## src/rtl/tick_led_sequencer.sv

```systemverilog
// LED pattern sequencer stepped by rising edges of a slow, asynchronous square wave.
// Four patterns are available: rotate, bounce, binary count and bar fill/drain.
module tick_led_sequencer #(
   parameter int SYNC_STAGES = 2
) (
   input  logic       clk,
   input  logic       rst,
   input  logic       in_wave,
   input  logic [1:0] mode,
   input  logic       run,
   output logic [7:0] led,
   output logic       step_pulse,
   output logic       wrap
);

   typedef enum logic [2:0] {
      ROT    = 3'd0,
      SCAN_L = 3'd1,
      SCAN_R = 3'd2,
      COUNT  = 3'd3,
      FILL   = 3'd4,
      DRAIN  = 3'd5
   } state_t;

   logic [SYNC_STAGES-1:0] sync_q;
   logic [SYNC_STAGES-1:0] vld_q;
   logic                   prev_q;
   logic                   armed_q;
   logic                   syncLast;
   logic                   rise;
   logic                   apply;

   state_t     state_q, state_d;
   logic [1:0] mode_q, mode_d;
   logic [7:0] led_q, led_d;
   logic       step_q, step_d;
   logic       wrap_q, wrap_d;

   assign syncLast = sync_q[SYNC_STAGES-1];
   assign rise     = syncLast & ~prev_q & armed_q;
   assign apply    = rise & run;

   // Edges are only accepted once the synchronizer has carried a genuine low
   // sample, so a wave already high at reset release cannot fake a step.
   always_ff @(posedge clk or posedge rst) begin
      if (rst) begin
         sync_q  <= '0;
         vld_q   <= '0;
         prev_q  <= 1'b0;
         armed_q <= 1'b0;
      end else begin
         sync_q  <= {sync_q[SYNC_STAGES-2:0], in_wave};
         vld_q   <= {vld_q[SYNC_STAGES-2:0], 1'b1};
         prev_q  <= syncLast;
         armed_q <= armed_q | (vld_q[SYNC_STAGES-1] & ~syncLast);
      end
   end

   always_ff @(posedge clk or posedge rst) begin
      if (rst) begin
         state_q <= ROT;
         mode_q  <= 2'b00;
         led_q   <= 8'h01;
         step_q  <= 1'b0;
         wrap_q  <= 1'b0;
      end else begin
         state_q <= state_d;
         mode_q  <= mode_d;
         led_q   <= led_d;
         step_q  <= step_d;
         wrap_q  <= wrap_d;
      end
   end

   // A mode change only loads the new pattern's start value; shifting resumes
   // on the following step.
   always_comb begin
      state_d = state_q;
      mode_d  = mode_q;
      led_d   = led_q;
      step_d  = 1'b0;
      wrap_d  = 1'b0;
      if (apply) begin
         step_d = 1'b1;
         if (mode != mode_q) begin
            mode_d = mode;
            case (mode)
               2'b00:   begin state_d = ROT;    led_d = 8'h01; end
               2'b01:   begin state_d = SCAN_L; led_d = 8'h01; end
               2'b10:   begin state_d = COUNT;  led_d = 8'h00; end
               default: begin state_d = FILL;   led_d = 8'h00; end
            endcase
         end else begin
            case (state_q)
               ROT: begin
                  led_d  = {led_q[6:0], led_q[7]};
                  wrap_d = (led_q == 8'h80);
               end
               SCAN_L: begin
                  led_d = led_q << 1;
                  if (led_d == 8'h80) state_d = SCAN_R;
               end
               SCAN_R: begin
                  led_d = led_q >> 1;
                  if (led_d == 8'h01) begin
                     state_d = SCAN_L;
                     wrap_d  = 1'b1;
                  end
               end
               COUNT: begin
                  led_d  = led_q + 8'd1;
                  wrap_d = (led_q == 8'hFF);
               end
               FILL: begin
                  led_d = {led_q[6:0], 1'b1};
                  if (led_d == 8'hFF) state_d = DRAIN;
               end
               DRAIN: begin
                  led_d = led_q >> 1;
                  if (led_d == 8'h00) begin
                     state_d = FILL;
                     wrap_d  = 1'b1;
                  end
               end
               default: begin
                  state_d = ROT;
                  led_d   = 8'h01;
               end
            endcase
         end
      end
   end

   always_comb begin
      led        = led_q;
      step_pulse = step_q;
      wrap       = wrap_q;
   end

endmodule
```

## config.mk

```make
export PLATFORM = sky130hd
export DESIGN_NAME = tick_led_sequencer
export DESIGN_NICKNAME = d
export VERILOG_FILES = /design/src/rtl/tick_led_sequencer.sv
export SDC_FILE = /design/constraint.sdc
export NUM_CORES = 1
export LEC_CHECK = 0
export BUFFER_PORTS_ARGS = -buffer_cell sky130_fd_sc_hd__buf_4
export CORE_MARGIN = 5
export CORE_UTILIZATION = 43
export DETAILED_ROUTE_END_ITERATION = 10
export GPL_TIMING_DRIVEN = 0
export PLACE_DENSITY = 0.71
export SYNTH_ARGS = -nofsm -noshare
export SYNTH_HDL_FRONTEND = slang
export SYNTH_SLANG_ARGS = --single-unit
```

## constraint.sdc

```tcl
create_clock -name clk -period 2.6 [get_ports clk]
set_input_delay 0.26 -clock clk [delete_from_list [all_inputs] [get_ports clk]]
set_output_delay 0.26 -clock clk [all_outputs]
set_load 0.005 [all_outputs]
```

# Word-level counts from Yosys, hierarchy flattened
# Cells that the tools add are included.
[totals]
reg_bits = 21
in_bits = 6
word_cells = 59
[op_classes]
add_sub_neg = 1
eq_ne = 18
mux = 16
n_bitwise = 7
n_reduce_logical = 8
[op_table]
columns = ["cell", "n"]
rows = [
  ["$pmux 8 s5", 1],
  ["$eq 8x8->1 const B", 2],
  ["$mux 3", 5],
  ["$pmux 3 s5", 1],
  ["$eq 7x7->1 const B", 2],
  ["$ne 3x3->1 const B", 4],
  ["$pmux 3 s3", 1],
  ["$add 8x1->8 const B", 1],
  ["$logic_not 8->1", 1],
  ["$mux 8", 1],
  ["$eq 7x1->1 const B", 1],
  ["$eq 3x2->1 const B", 2],
  ["$eq 3x3->1 const B", 2],
  ["$mux 1", 6],
  ["$reduce_and 6->1", 1],
  ["$reduce_or 2->1", 3],
  ["$and 1x1->1", 4],
  ["$pmux 1 s4", 1],
  ["$eq 3x1->1 const B", 1],
  ["$logic_not 3->1", 1],
  ["$eq 2x1->1 const B", 1],
  ["$eq 2x2->1 const B", 1],
  ["$logic_not 2->1", 1],
  ["$ne 2x1->1 const B", 1],
  ["other kinds (4)", 5],
]

# Longest topological paths before layout
[logic_depth]
word_depth = 5
depth_mapped = 6

# Least setup slack after synthesis
# OpenSTA, ideal clock, no wires.
[synth_path]
kind = "reg-to-reg"
from = "register led_q[5], in the netlist led[5]"
to = "register state_q[0]"
t_arrival_ns = 1.999
required_time_ns = 2.472
slack_ns = 0.474
stages_incl_launch_ff = 7
synth_period_minus_slack_ns = 2.126
path_cell_list = "dfrtp_1 > buf_6 > or4_4 > o41ai_2 > a21oi_1 > a311oi_2 > mux2_1"
[synth_between]
elab_chain_cells = 3
elab_cells_between_ends = 9
[synth_rtl]
columns = ["item", "line_no", "rtl"]
rows = [
  ["from (decl)", "35", "logic [7:0] led_q, led_d;"],
  ["from (signal assigned)", "69", "led_q <= led_d;"],
  ["$eq 7x7->1, or another cell as far along", "116", "if (led_d == 8'hFF) state_d = DRAIN;"],
  ["$ne 3x3->1 (no source line)", "n/a", ""],
  ["$reduce_and 6->1 (no source line) (*)", "n/a", ""],
  ["to (signal assigned)", "67", "state_q <= state_d;"],
  ["to (decl)", "33", "state_t state_q, state_d;"],
]
# Every way passes the cells marked *; elsewhere a longest branch is shown, timed or not.
# A chain may end at the register's enable or synchronous reset.

# Final worst setup path
# Same ends and word-level chain as after synthesis.

==> flow_summary.yaml <==
grt:
  grt_pass1_wl_mm: 6.00
  groute.layer.met3.usage: 0.0216
  via_count_of_the_first_global_routing_pass: 1289
  grt_start_max_net_pins: 22
  fraction_of_met1_tracks_used_by_global_routing: 0.229
  track_usage: 0.175
  groute.layer.met2.usage: 0.287
  grt_overflow: 0
  initial_antenna_violation_count: 0
  globalRoute.busiestLayer: "met2"
place:
  place_congestion: 0.905
  detailed_placement_wirelength_estimate_mm: 2.50
  dpl_cell_area_sq_um: 1580
  io_buffers: 15
  placed_cells_incl_taps: 222
  dp_worst_setup_slack_ns: 0.284
finish:
  finish.net_count: 196
  postLayoutCellArea_sq_um: 1610
  flow.area_growth_from_synthesis_pct: 13.8
  antenna_cells_inserted: 0
  final_core_utilization: 0.519
  final_layout_size_suffix_gt1_frac: 0.165
  final_cells: 226
  mostFrequentLayoutCells: "sky130_fd_sc_hd__dfrtp_1, sky130_fd_sc_hd__nand2_1, sky130_fd_sc_hd__buf_4"
  mostFrequentLayoutCell: "sky130_fd_sc_hd__dfrtp_1"
yosys:
  post_synth_num_cell_types: 46
  synth.largest_area_cell: "sky130_fd_sc_hd__dfrtp_1"
  post_synth_inst_count: 163
  synth_area_leaders: "sky130_fd_sc_hd__dfrtp_1, sky130_fd_sc_hd__ha_1, sky130_fd_sc_hd__o21ai_0"
  mappedNetlistArea_sq_um: 1420
  synth_edf_count: 0
  post-synth-top-area-fraction: 0.353
  postSynthRegisterBits: 21
  seq_area_frac_synth: 0.372
  syn-num-nets: 176
  count_of_warnings_emitted_by_yosys: 0
  syn_area_per_cell_sq_um: 8.69
  synth-main-ff-cell: "sky130_fd_sc_hd__dfrtp_1"
  async_reset_ff_frac: 1.00
pwr:
  switching_share: 0.445
  power.static_leakage_nw: 0.699
  share_clk_of_total_power: 0.136
  p_int_mw: 0.651
  share_comb_of_total_power: 0.494
  power_switching_mw: 0.523
  share_seq_of_total_power: 0.370
  irDropWorstVdd_uv: 333
  power_mw: 1.17
  power.density_nw_per_um2: 729
detailed_routing:
  drc: 0
  antenna_left: 0
  initialDrtViolationCount: 108
  detail_route.first_pass.iterations: 4
  vias_per_cell: 5.56
  post_drt_wl_per_cell_um: 14.8
  num_vias: 1257
  drt-total-wl_mm: 3.35
critical_path:
  worst-endpoint-arrival_ns: 2.51
  critPathRequiredTime_ns: 2.81
  critPathLaunchType: "register"
  critical_path_class: "register to register"
  endpoint_kind: "register"
  critical_path_peak_fanout: 10
clocking:
  cts_buffer_depth: 2
  cts.sinks: 21
  holdBufCountCts: 0
  cts.reportedPaths.clkPinSlew_ns: 0.12
  ctsRootBufferMaster: "sky130_fd_sc_hd__clkbuf_4"
  postCtsResizedCells: 0
  number_of_buffers_added_by_the_clock_tree_synthesis_step: 3
  cts_setup_buffers: 0
  ctsHtreeMaxLevel: 1
  cts_tree: "yes"
  clk-insertion-delay-late_ns: 0.31
sta:
  slew_headroom: 0.479
  setup-violations-final: 0
  final.hold.worst_slack_ns: 0.0498
  finalSetupTns_ns: 0
  maximum_achievable_frequency_mhz: 434
  period_share: 0.887
  hold_viol: 0
  postLayoutSetupSlackWorst_ns: 0.293
  report.final.slew_viol_count: 0
  fin_skew_ns: 0.00498
  period_needed_ns: 2.31
  timing_worst_slew_pin_value_ns: 0.781
  grt_setup_unrepaired: "false"
die:
  start_util: 0.456
  die-height_um: 67.4
  coreArea_sq_um: 3100
  row_count: 20
  fp.dieW_um: 67.4
  floorplan.die_area_sq_um: 4540
  design.portCount: 16
status:
  status: "finished, final reports clean"
min_path:
  holdCritPathClass: "input pin to register"
job:
  max_cap_violations: 0
==> critical path: stages (launching register included) <==
cell and delay [ns]:
sky130_fd_sc_hd__dfrtp_1 0.41, sky130_fd_sc_hd__buf_6 0.14, sky130_fd_sc_hd__or4_4 0.54, sky130_fd_sc_hd__o41ai_2 0.22, sky130_fd_sc_hd__a21oi_1 0.12, sky130_fd_sc_hd__a311oi_2 0.40
sky130_fd_sc_hd__mux2_1 0.36
==> worst paths after layout <==
path,startpoint,endpoint,slack [ns],depth (start not counted)
hold reg to reg,vld_q[0],vld_q[1],0.36,0
hold / removal,in_wave,sync_q[0],0.05,1
max in group asynchronous,rst,step_pulse,2.03,2
setup reg to reg,led[5],state_q[0],0.29,6
min in group asynchronous,rst,led[5],0.08,2
setup / recovery,led[5],state_q[0],0.29,6
==> power by group through the flow <==
stage / clock network [mW] / logic (mW) / registers [mW]
after floorplan: 0 / 0.419 / 0.426
after global placement: 0 / 0.563 / 0.436
after detailed placement: 0 / 0.571 / 0.441
after CTS: 0.167 / 0.577 / 0.434
after global routing: 0.178 / 0.660 / 0.445
final: 0.160 / 0.580 / 0.434
==> cells by family (layout without fill, tap and decap cells) <==
group	after synthesis	in the layout	synth area share
and+or+nand+nor	52	52	0.186
AOI/OAI and AO/OA	51	51	0.246
buffers and inverters	22	41	0.0707
DFF	21	21	0.372
adders and majority gates	7	7	0.0618
xor gates and xnor gates	6	6	0.0371
muxes	3	3	0.0238
other	1	1	0.00265
==> registers in the layout (all words and copies together), names as in the netlist <==
signal / count
armed_q: 1
led: 8
mode_q: 2
prev_q: 1
state_q: 3
step_pulse: 1
sync_q: 2
vld_q: 2
wrap: 1
==> cell usage after synthesis (4+ instances only) <==
library cell	number
sky130_fd_sc_hd__clkbuf_1	8
sky130_fd_sc_hd__a21oi_1	11
sky130_fd_sc_hd__o21ai_0	14
sky130_fd_sc_hd__inv_1	8
sky130_fd_sc_hd__nand2_1	18
sky130_fd_sc_hd__xnor2_1	4
sky130_fd_sc_hd__nor2b_1	5
sky130_fd_sc_hd__nor2_1	6
sky130_fd_sc_hd__dfrtp_1	20
sky130_fd_sc_hd__ha_1	7
sky130_fd_sc_hd__nor3_1	4
sky130_fd_sc_hd__nand3_1	7
sky130_fd_sc_hd__a221oi_1	4
==> per-layer routing <==
| metal | up-vias | part of all wire |
|---|---|---|
| li1 | 623 | - |
| met1 | 586 | 0.45 |
| met2 | 41 | 0.47 |
| met3 | 7 | 0.060 |
| met4 | 0 | 0.019 |
| met5 | - | 0 |
==> final cells by class <==
class,instances,area [sq um]
well taps,44,55.1
inverters,9,33.8
plain buffers,13,66.3
multi-input cells,120,790
repair buffers,15,113
clock inverters,1,5.00
fillers,323,1490
clock buffers,3,22.5
flip-flops and latches,21,527
Power figures use the tool's default switching activity.
